$ cat src/rtl/bcd_time_counter.sv
// rtl/bcd_time_counter.sv - 24-hour BCD HH:MM:SS counter with 1 Hz prescaler and set pulses
// Optional alarm output enabled by defining BCD_TIME_ALARM_EN.
module bcd_time_counter #(
   parameter int TICK_DIV = 50000000,
   parameter int PRESC_W  = 26
) (
   input  logic       clk,
   input  logic       rst,
   input  logic       en,
   input  logic       inc_min,
   input  logic       inc_hr,
`ifdef BCD_TIME_ALARM_EN
   input  logic [3:0] alarm_hr_t,
   input  logic [3:0] alarm_hr_u,
   input  logic [3:0] alarm_min_t,
   input  logic [3:0] alarm_min_u,
   output logic       alarm_hit,
`endif
   output logic [3:0] hr_t,
   output logic [3:0] hr_u,
   output logic [3:0] min_t,
   output logic [3:0] min_u,
   output logic [3:0] sec_t,
   output logic [3:0] sec_u,
   output logic       sec_pulse
);

   logic [PRESC_W-1:0] presc;
   logic               tick;
   logic               set_any;

   // Per-digit wrap conditions; ">=" sends any non-BCD value back to 0.
   logic su_wrap, st_wrap, mu_wrap, mt_wrap, hu_wrap, hr_roll;
   logic min_roll, hr_carry;
   logic [3:0] su_inc, st_inc, mu_inc, mt_inc, hu_inc, ht_inc;
   // Next digit values for a tick and for a set pulse.
   logic [3:0] tk_su, tk_st, tk_mu, tk_mt, tk_hu, tk_ht;
   logic [3:0] st_mu, st_mt, st_hu, st_ht;

   assign tick    = en && (presc == PRESC_W'(TICK_DIV - 1));
   assign set_any = inc_min || inc_hr;

   // Incremented digit values and the cascaded next-time for a tick or a set pulse.
   always_comb begin
      su_wrap  = (sec_u >= 4'd9);
      st_wrap  = (sec_t >= 4'd5);
      mu_wrap  = (min_u >= 4'd9);
      mt_wrap  = (min_t >= 4'd5);
      hu_wrap  = (hr_u  >= 4'd9);
      hr_roll  = (hr_t  >= 4'd2) && (hr_u >= 4'd3);

      su_inc   = su_wrap ? 4'd0 : sec_u + 4'd1;
      st_inc   = st_wrap ? 4'd0 : sec_t + 4'd1;
      mu_inc   = mu_wrap ? 4'd0 : min_u + 4'd1;
      mt_inc   = mt_wrap ? 4'd0 : min_t + 4'd1;
      hu_inc   = (hr_roll || hu_wrap) ? 4'd0 : hr_u + 4'd1;
      if (hr_roll)
         ht_inc = 4'd0;
      else if (hu_wrap)
         ht_inc = (hr_t >= 4'd2) ? 4'd0 : hr_t + 4'd1;
      else
         ht_inc = hr_t;

      min_roll = su_wrap && st_wrap;
      hr_carry = min_roll && mu_wrap && mt_wrap;

      tk_su    = su_inc;
      tk_st    = su_wrap ? st_inc : sec_t;
      tk_mu    = min_roll ? mu_inc : min_u;
      tk_mt    = (min_roll && mu_wrap) ? mt_inc : min_t;
      tk_hu    = hr_carry ? hu_inc : hr_u;
      tk_ht    = hr_carry ? ht_inc : hr_t;

      st_mu    = inc_min ? mu_inc : min_u;
      st_mt    = (inc_min && mu_wrap) ? mt_inc : min_t;
      st_hu    = inc_hr ? hu_inc : hr_u;
      st_ht    = inc_hr ? ht_inc : hr_t;
   end

   // Time chain and prescaler: reset, then set pulses, then tick/enable.
   always_ff @(posedge clk) begin
      if (rst) begin
         presc     <= '0;
         sec_pulse <= 1'b0;
         sec_u     <= 4'd0;
         sec_t     <= 4'd0;
         min_u     <= 4'd0;
         min_t     <= 4'd0;
         hr_u      <= 4'd0;
         hr_t      <= 4'd0;
      end else if (set_any) begin
         presc     <= '0;
         sec_pulse <= 1'b0;
         sec_u     <= 4'd0;
         sec_t     <= 4'd0;
         min_u     <= st_mu;
         min_t     <= st_mt;
         hr_u      <= st_hu;
         hr_t      <= st_ht;
      end else begin
         sec_pulse <= tick;
         if (tick) begin
            presc <= '0;
            sec_u <= tk_su;
            sec_t <= tk_st;
            min_u <= tk_mu;
            min_t <= tk_mt;
            hr_u  <= tk_hu;
            hr_t  <= tk_ht;
         end else if (en) begin
            presc <= presc + PRESC_W'(1);
         end
      end
   end

`ifdef BCD_TIME_ALARM_EN
   // Alarm is re-evaluated only when a tick rolls the minute, so it holds for 60 ticks.
   always_ff @(posedge clk) begin
      if (rst || set_any)
         alarm_hit <= 1'b0;
      else if (tick && min_roll)
         alarm_hit <= (tk_ht == alarm_hr_t) && (tk_hu == alarm_hr_u) &&
                      (tk_mt == alarm_min_t) && (tk_mu == alarm_min_u);
   end
`endif

endmodule

$ cat config.mk
export PLATFORM = sky130hd
export DESIGN_NAME = bcd_time_counter
export DESIGN_NICKNAME = d
export VERILOG_FILES = /design/src/rtl/bcd_time_counter.sv
export SDC_FILE = /design/constraint.sdc
export NUM_CORES = 1
export LEC_CHECK = 0
export CORE_ASPECT_RATIO = 0.8
export CORE_MARGIN = 1.5
export CORE_UTILIZATION = 45
export CTS_CLUSTER_DIAMETER = 120
export DETAILED_ROUTE_END_ITERATION = 10
export PLACE_DENSITY = 0.7
export SLEW_MARGIN = 20
export SYNTH_ARGS = -nofsm -noshare
export SYNTH_HDL_FRONTEND = slang
export SYNTH_SLANG_ARGS = --single-unit
$ cat constraint.sdc
create_clock -name clk -period 3.3 [get_ports clk]
set_input_delay 0.99 -clock clk [delete_from_list [all_inputs] [get_ports clk]]
set_output_delay 0.99 -clock clk [all_outputs]
set_load 0.005 [all_outputs]
==> results of run 1 <==
==> cell type report <==
| type | count | area, µm² | area share |
|---|---|---|---|
| clock buffers | 6 | 72.57 | 0.02328 |
| inverters | 18 | 67.56 | 0.02168 |
| multi-input cells | 230 | 1530 | 0.4910 |
| flip-flops and latches | 51 | 1021 | 0.3276 |
| well taps | 78 | 97.59 | 0.03131 |
| repair buffers | 34 | 327.8 | 0.1052 |
==> cells in the mapped netlist, types with 2 or more instances <==
library cell               number
sky130_fd_sc_hd__mux2i_1        4
sky130_fd_sc_hd__o31ai_1        3
sky130_fd_sc_hd__a31o_2         2
sky130_fd_sc_hd__a32o_1         2
sky130_fd_sc_hd__and2_1         4
sky130_fd_sc_hd__or4_1          3
sky130_fd_sc_hd__and4_1         6
sky130_fd_sc_hd__clkbuf_1       7
sky130_fd_sc_hd__nor4_1         2
sky130_fd_sc_hd__xnor2_1       13
sky130_fd_sc_hd__nor3_1         7
sky130_fd_sc_hd__and4_4         2
sky130_fd_sc_hd__nand2_1       15
sky130_fd_sc_hd__or3_1          3
sky130_fd_sc_hd__dfxtp_1       51
sky130_fd_sc_hd__o22ai_2        2
sky130_fd_sc_hd__nand4_1        8
sky130_fd_sc_hd__o21ai_0       11
sky130_fd_sc_hd__inv_1         18
sky130_fd_sc_hd__and3_1         7
sky130_fd_sc_hd__nor4b_1        4
sky130_fd_sc_hd__nor2_1        46
sky130_fd_sc_hd__nand3_1       16
sky130_fd_sc_hd__nand2b_1       5
sky130_fd_sc_hd__o31a_1         2
sky130_fd_sc_hd__a21oi_1       18
sky130_fd_sc_hd__xor2_1        10
sky130_fd_sc_hd__ha_1          18
==> tightest hold or removal path, delay by kind of cell (launching register included) <==
family,cells,cell delay [ns]
simple gates,1,0.06
flops,1,0.34
compound gates,1,0.05
==> final timing paths <==
check,to,slack [ns]
worst max-delay path,hr_t[2],0.53
worst min-delay path,hr_u[1],0.49
worst max register to register,hr_t[2],0.98
worst min register to register,hr_u[1],0.49
==> stage by stage <==
step	area (µm²)	instances	power [W]	utilization
after detailed placement	3044	411	0.0006946	0.5480
after global placement	3044	411	0.0006941	0.5480
after global routing	3117	417	0.001055	0.5610
after floorplan	2650	307	0.0006694	-
final	3117	417	0.001014	0.5610
after CTS	3117	417	0.001028	0.5610
==> routing by layer <==
metal  vias up  routed length (µm)  global-route usage
li1       1151                   -                   -
met1      1014                2827              0.2663
met2        30                2214              0.2593
met3         7                 170             0.04147
met4         0                  67             0.05208
met5         -                   0                   0
==> cells by family after synthesis <==
| logic type | after synthesis |
|---|---|
| DFF | 51 |
| AOI/OAI and AO/OA | 48 |
| buffers and inverters | 26 |
| adders and majority gates | 18 |
| muxes | 5 |
| xor gates and xnor gates | 23 |
| and+or+nand+nor | 136 |
==> flip-flops by register name, indices dropped and copies added (netlist names) <==
| signal | count |
|---|---|
| hr_t | 4 |
| sec_u | 4 |
| hr_u | 4 |
| sec_t | 4 |
| sec_pulse | 1 |
| min_u | 4 |
| presc | 26 |
| min_t | 4 |
==> report_power, final <==
part | internal (W) | switching (W) | total [W] | leakage (nW)
clock network | 0.000142 | 0.000192 | 0.000334 | 0.0371
logic | 0.0000255 | 0.0000295 | 0.0000550 | 0.654
registers | 0.000619 | 0.00000575 | 0.000625 | 0.411
total | 0.000787 | 0.000227 | 0.00101 | 1.10
==> results, run 1 <==
- Pin placement for this block handled 30 I/O pins.
- The CTS tree is yes.
- The worst path setup slack after routing is 0.5324 ns.
- The static power due to leakage is 1.102 nW.
- The synthesized netlist cell count is 307.
- The final-report max-slew violation count is 0.
- The insertion delay to the later sink of the worst-skew pair is roughly 0.3 ns.
- Counting every sink on the clock net gives 51.
- The region available for standard cell placement spans ~5600 µm².
- Setup violations remaining at the end of the flow were counted as 0.
- The accumulated negative setup slack is 0 ns.
- The H-tree level count is 2.
- Hold timing on the final database bottoms out at a slack of about 0.49 ns.
- The number of warnings issued by yosys is 0.
- The startpoint of the worst register-to-register path is min_t[0].
- Of the total synthesized cell area, the portion taken by full adders, half adders and majority gates is 0.08499.
- The largest individual stage delay along the critical path comes from the cell sky130_fd_sc_hd__or4b_1.
- The netlist uses between 40 and 50 different library cells.
- After synthesis, the share of cell area in mux cells is 0.01936.
- The count of nets left with antenna violations once routing finished came out at 0.
- The number of antenna violations at the first check in global routing is 0.
- Of the available clock period, the critical path in the final layout requires 0.8387.
- The estimated wirelength of the detail-placed design is roughly 3.9 mm.
- The via density per instance is approximately 5.3.
- Leaving out fill and tap cells, the most frequent cells in the layout are sky130_fd_sc_hd__dfxtp_1 (51), sky130_fd_sc_hd__nor2_1 (46), sky130_fd_sc_hd__clkdlybuf4s50_1 (29).
- The clock skew is ~0.0062 ns.
- The critical path in this run is classified as in -> reg.
- The final hold violation count is 0.
- By area, the combinational part of the netlist is dominated by simple AND/OR/NAND/NOR gates.
- The largest total area in the synthesized netlist belongs to sky130_fd_sc_hd__dfxtp_1.
- The floorplan step set the die width to 88.80 µm.
- The area overhead of the layout relative to synthesis is 17.61%.
- The normalized max-slew margin is 0.5718.
- The cell at the root of the clock tree is sky130_fd_sc_hd__clkbuf_8.
- The vertical die dimension is 71.64 µm.
- The run finished with clean final reports.
- Entering global routing, the biggest net connects 26 pins.
- The worst hold-check path type is reg -> reg.
- The critical path startpoint category is a primary input.
- Dividing the synthesized area by the synthesized cell count gives 8.632 µm².
- The routability congestion estimate is about 0.81.
- The worst-case reg-to-reg path depth is 8.
- The placement row count is 24.
- The sum of buffers and inverters on the critical path is 1.
- Of the total synthesized cell area, the portion taken by XOR and XNOR cells is 0.07602.
- Of the total synthesized cell area, the portion taken by AND, OR, NAND and NOR gates is 0.2743.
- The setup slack after placement is approximately 0.21 ns.
- The power density relative to cell area is approximately 330 nW/µm².
- The starting density of the core is 0.4770.
- The post-synthesis net count is 330.
- 0 antenna diodes ended up in the layout.
- The tool flagged a number of max-cap violations equal to 0.
- The total track usage is 0.1798.
- The area fraction in compound gates after synthesis is 0.1228.
- The net count of the finished layout is around 360.
- The via count of the first global-routing pass is roughly 2000.
- The most critical setup path has its startpoint at en.
- Of all flip-flops after synthesis, the portion carrying an async set or reset was 0.
- After synthesis the cells add up to approximately 2700 µm².
- The detailed-router iteration count before antenna repair is 6.
- The number of violations reported at the end of detailed-routing iteration 0 is roughly 120.
- Derived from the worst setup path, the maximum achievable clock frequency is ~360 MHz.
- Of the synthesized area, sequential elements account for 0.3853.
- The average wire per standard cell is ~13 µm.
- The wire length reported by the detailed router is about 5.3 mm.
- Hold repair after CTS inserted 0 buffers.
- The number of setup buffers added after CTS is 0.
- The routed layout has ~2200 vias.
- The share of synthesized area in the top cell type comes to 0.3853.
- The final period demand of the worst path is ~2.8 ns.
- The worst hold path passes through 2 cells.
- In this run the tool buffered the top-level ports with 29 buffer cells.
- The number of remaining DRC errors is 0.
- Setup repair after global routing left no endpoint under its margin.
- At the pin with the least slew margin, the transition time is 0.6369 ns.
- After filler insertion, the fill cell instance count of the layout stands at 516.
- In the post-synthesis netlist, the biggest area contributors are sky130_fd_sc_hd__dfxtp_1 (39%), sky130_fd_sc_hd__ha_1 (8.5%), sky130_fd_sc_hd__nor2_1 (6.5%), sky130_fd_sc_hd__xnor2_1 (4.3%), sky130_fd_sc_hd__a21oi_1 (3.4%).
- The critical path crosses 7 cells after its start point.
- The die area is 6361 µm².
- In the final layout, the share of cells above drive strength 1 is 0.06195.
- Clock-pin slew was measured on the worst setup and hold paths at about 0.09 ns.
- The endpoint kind of the worst setup timing path is a flop.
- The number of gates resized after CTS was 0.
- Global routing finished with a remaining overflow of 0.
- The longest clock path from root to sink contains 2 buffers.
- The largest fanout on the critical path is 12.
- The cell family contributing the most delay on the critical path is simple AND/OR/NAND/NOR gates.
- Data on the critical path is required at its endpoint by approximately 3.5 ns.
- Traced cell by cell, the critical path runs through clkdlybuf4s50_1 > and3_1 > and2_1 > and4_4 > a31oi_4 > or4b_1 > a21oi_1.
- The global-route wire length before repair is approximately 9.1 mm.
- In the synthesized netlist the dominant register cell turns out to be sky130_fd_sc_hd__dfxtp_1.
- Yosys mapped a number of flops with a built-in enable equal to 0.
- The arrival time at the worst endpoint is approximately 3.0 ns.
- The largest incremental delay on the critical path is between 0.5 and 0.6 ns.
- Leaving out fill and tap cells, the most frequent cell in the layout is sky130_fd_sc_hd__dfxtp_1.
- The startpoint of the most critical hold path is hr_u[1].
- The peak supply drop is 0.0002476 V.
- The flip-flop and latch count after synthesis is 51.
- The total clock buffers created by CTS is 5.
Note: power is estimated with default switching activity, not from simulation.
==> inputs of run 2 (changes only) <==
PLACE_DENSITY = 0.73   (was 0.7)
clock period = 2.5 ns   (was 3.3 ns; I/O delays follow)
==> run 2 against run 1 <==
Critical path depth unchanged. Combinational power grew 42%. Setup slack lost 0.43 ns. Design area increased by 3.9%. Largest power group unchanged. Clock skew increased by 0.0049 ns.
==> results, run 2 (synthesized netlist as in run 1, its figures left out) <==
- The clock period could shrink to between 2 and 2.5 ns.
- The worst path setup slack after routing is ~0.099 ns.
- The overflow left after global routing is 0.
- The routability congestion estimate is 0.8141.
- The starting density of the core is 0.4770.
- In this run the power density over the cells is about 420 nW/µm².
- Post-CTS timing repair inserted 0 buffers for setup.
- Detailed routing inserted a total of roughly 2300 vias.
- The flow ran to the end, and the final reports show no timing, DRC or antenna violations.
- The critical path startpoint category is a primary input.
- The clock skew is between 0.01 and 0.015 ns.
- The cell at the root of the clock tree is sky130_fd_sc_hd__clkbuf_8.
- The worst path required time is around 2.8 ns.
- Setup repair after global routing left no endpoint under its margin.
- In the final routed layout, each cell accounts on average for between 10 and 15 µm.
- Timing would allow up to 416.5 MHz.
- The period utilization is 0.9603.
- The number of antenna violations at the first check in global routing was 0.
- The via count of the first global-routing pass is around 2100.
- 30 I/O pins were placed.
- The most common cell after layout, fill and taps aside is sky130_fd_sc_hd__dfxtp_1.
- The final number of setup-violating endpoints is 0.
- For the worst flop-to-flop path, the logic depth is 8.
- At the end of the flow, the number of nets in the layout was about 380.
- In the final layout, the share of cells above drive strength 1 is 0.1020.
- TritonCTS built the clock tree.
- The register with the most flip-flops in the layout has 26 of them.
- The normalized max-slew margin is 0.7558.
- TritonCTS created 5 clock buffers.
- The clock tree buffer depth is 2.
- The floorplan has 24 rows.
- The largest incremental delay on the critical path is between 0.5 and 0.6 ns.
- Counting buffers and inverters, the worst setup path is 7 cells deep.
- Timing analysis after detailed placement gives a worst setup slack of -0.2193 ns.
- Relative to the synthesized area, the layout overhead comes to 22.14%.
- The worst setup path is of the in -> reg kind.
- The tightest min-delay check is of the reg -> reg type.
- The number of remaining DRC errors is 0.
- The clock edge transition at the registers on the reported setup and hold paths is 0.09 ns.
- The cell total after placement is about 420.
- Entering global routing, the biggest net connects 26 pins.
- The post-layout instance count excluding filler cells is ~430.
- After the first detailed-routing iteration, the DRC count stood at approximately 110.
- The endpoint kind of the worst setup timing path is a flop.
- The largest fanout on the critical path is 8.
- IR analysis of the VDD net gives a maximum drop of between 0.0002 and 0.00025 V.
- The final-report max-slew violation count came to 0.
- The library cells used most frequently in the layout, excluding fill and tap cells, are sky130_fd_sc_hd__dfxtp_1 (51), sky130_fd_sc_hd__nor2_1 (46), sky130_fd_sc_hd__clkdlybuf4s50_1 (29), sky130_fd_sc_hd__inv_1 (18), sky130_fd_sc_hd__ha_1 (18).
- The first TritonRoute pass finished after 4 iterations.
- The final hold violation count is 0.
- For this design the static power due to leakage is 1.169 nW.
- From left edge to right edge, the die measures between 80 and 90 µm.
- During placement, the flow inserted port buffers numbering 29.
- The tightest hold path in the finished design has a slack of approximately 0.5 ns.
- The clock sink count is slightly above 50.
- The post-route standard cell area excluding fillers is about 3200 µm².
- The insertion delay to the later sink of the worst-skew pair is 0.30 ns.
- Walking the worst path, the cells encountered are clkdlybuf4s50_1 > and3_4 > and2_1 > and4_4 > a31oi_4 > or4b_1 > a21oi_2.
- The die covers 6361 µm².
- The count of nets left with antenna violations once routing finished came out at 0.
- After detailed routing, the total wire length is between 5 and 6 mm.
- The sum of buffers and inverters on the critical path is 1.
- From bottom edge to top edge, the die measures between 70 and 80 µm.
- For this run, the total global-route usage over all layers was measured as 0.1810.
- The H-tree level count is 2.
- The repair_antennas step left the layout with diodes totalling 0.
- The register with the most flip-flops in the final layout is presc.
- The number of instances on the worst hold path is 1.
- For the worst setup path, the data arrival time is ~2.7 ns.
- The standard cell with the maximum stage delay on the critical path is sky130_fd_sc_hd__or4b_1.
- Once placement finished, the instance area stood at roughly 3100 µm².
- The number of violations of the max-capacitance limit is 0.
- The estimated wirelength of the detail-placed design is approximately 4 mm.
- In this run, post-CTS hold repair placed 0 buffers.
- The core region is between 5000 and 6000 µm².
- On the critical path the largest part of the delay comes from simple AND/OR/NAND/NOR gates.
- The first global-routing pass estimated slightly above 9 mm of wire.
- For the pin with the worst max-slew slack, the measured transition is 0.3636 ns.
- For this run, the share of the core covered by cells in the final layout is 0.5827.
- In the routed layout, each cell is associated on average with a via count of about 5.3.
-- run 2: cell count changes in the layout (fill, tap and decap cells not counted), sizes merged --
cell    delta
buf       +12
clkbuf     +1
clkinv     +1
-- run 2: worst reg2reg max path, delay by kind of cell, from the launching register on --
| kind | cells | cell delay (ns) |
|---|---|---|
| buffers and inverters | 3 | 0.40 |
| AOI/OAI and AO/OA | 3 | 0.82 |
| adders and majority gates | 1 | 0.21 |
| DFF | 1 | 0.41 |
| and+or+nand+nor | 1 | 0.23 |
-- run 2: final cells by class --
type                    instances  area [µm²]
well taps                      78       97.59
flip-flops and latches         51        1021
inverters                      18       67.56
repair buffers                 46       430.4
fillers                       506        2318
multi-input cells             230        1539
clock inverters                 1       5.005
clock buffers                   7       76.32
-- run 2: path summary, 6_finish.rpt --
kind	startpoint	end	slack, ns
worst max-delay path	en	hr_t[2]	0.1
worst min register to register	hr_t[3]	hr_t[3]	0.50
worst max register to register	sec_u[1]	min_u[2]	0.32
worst min-delay path	hr_t[3]	hr_t[3]	0.50
-- run 2: what timing repair did --
action,in CTS,in global routing
endpoints found under the hold margin,0,0
gates resized for setup,0,2
endpoints found under the setup margin,0,2
-- run 2: per-stage QoR --
step,total power (W),TNS [ns]
final,0.001364,0
after global routing,0.001422,0
after CTS,0.001387,0
after detailed placement,0.0009225,-1.629
after global placement,0.0009212,-1.216
after floorplan,0.0008836,0
-- run 2: where the power goes --
| part | internal (W) | switching (W) |
|---|---|---|
| registers | 0.000818 | 0.00000793 |
| logic | 0.0000374 | 0.0000405 |
| clock network | 0.000197 | 0.000263 |
| total | 0.00105 | 0.000312 |
-- run 2: layer usage --
layer	routed length [µm]	share of wire	track usage
met5	0	0	0
met4	57	0.010	0.05729
met3	202	0.037	0.03456
met2	2391	0.44	0.2837
met1	2785	0.51	0.2513
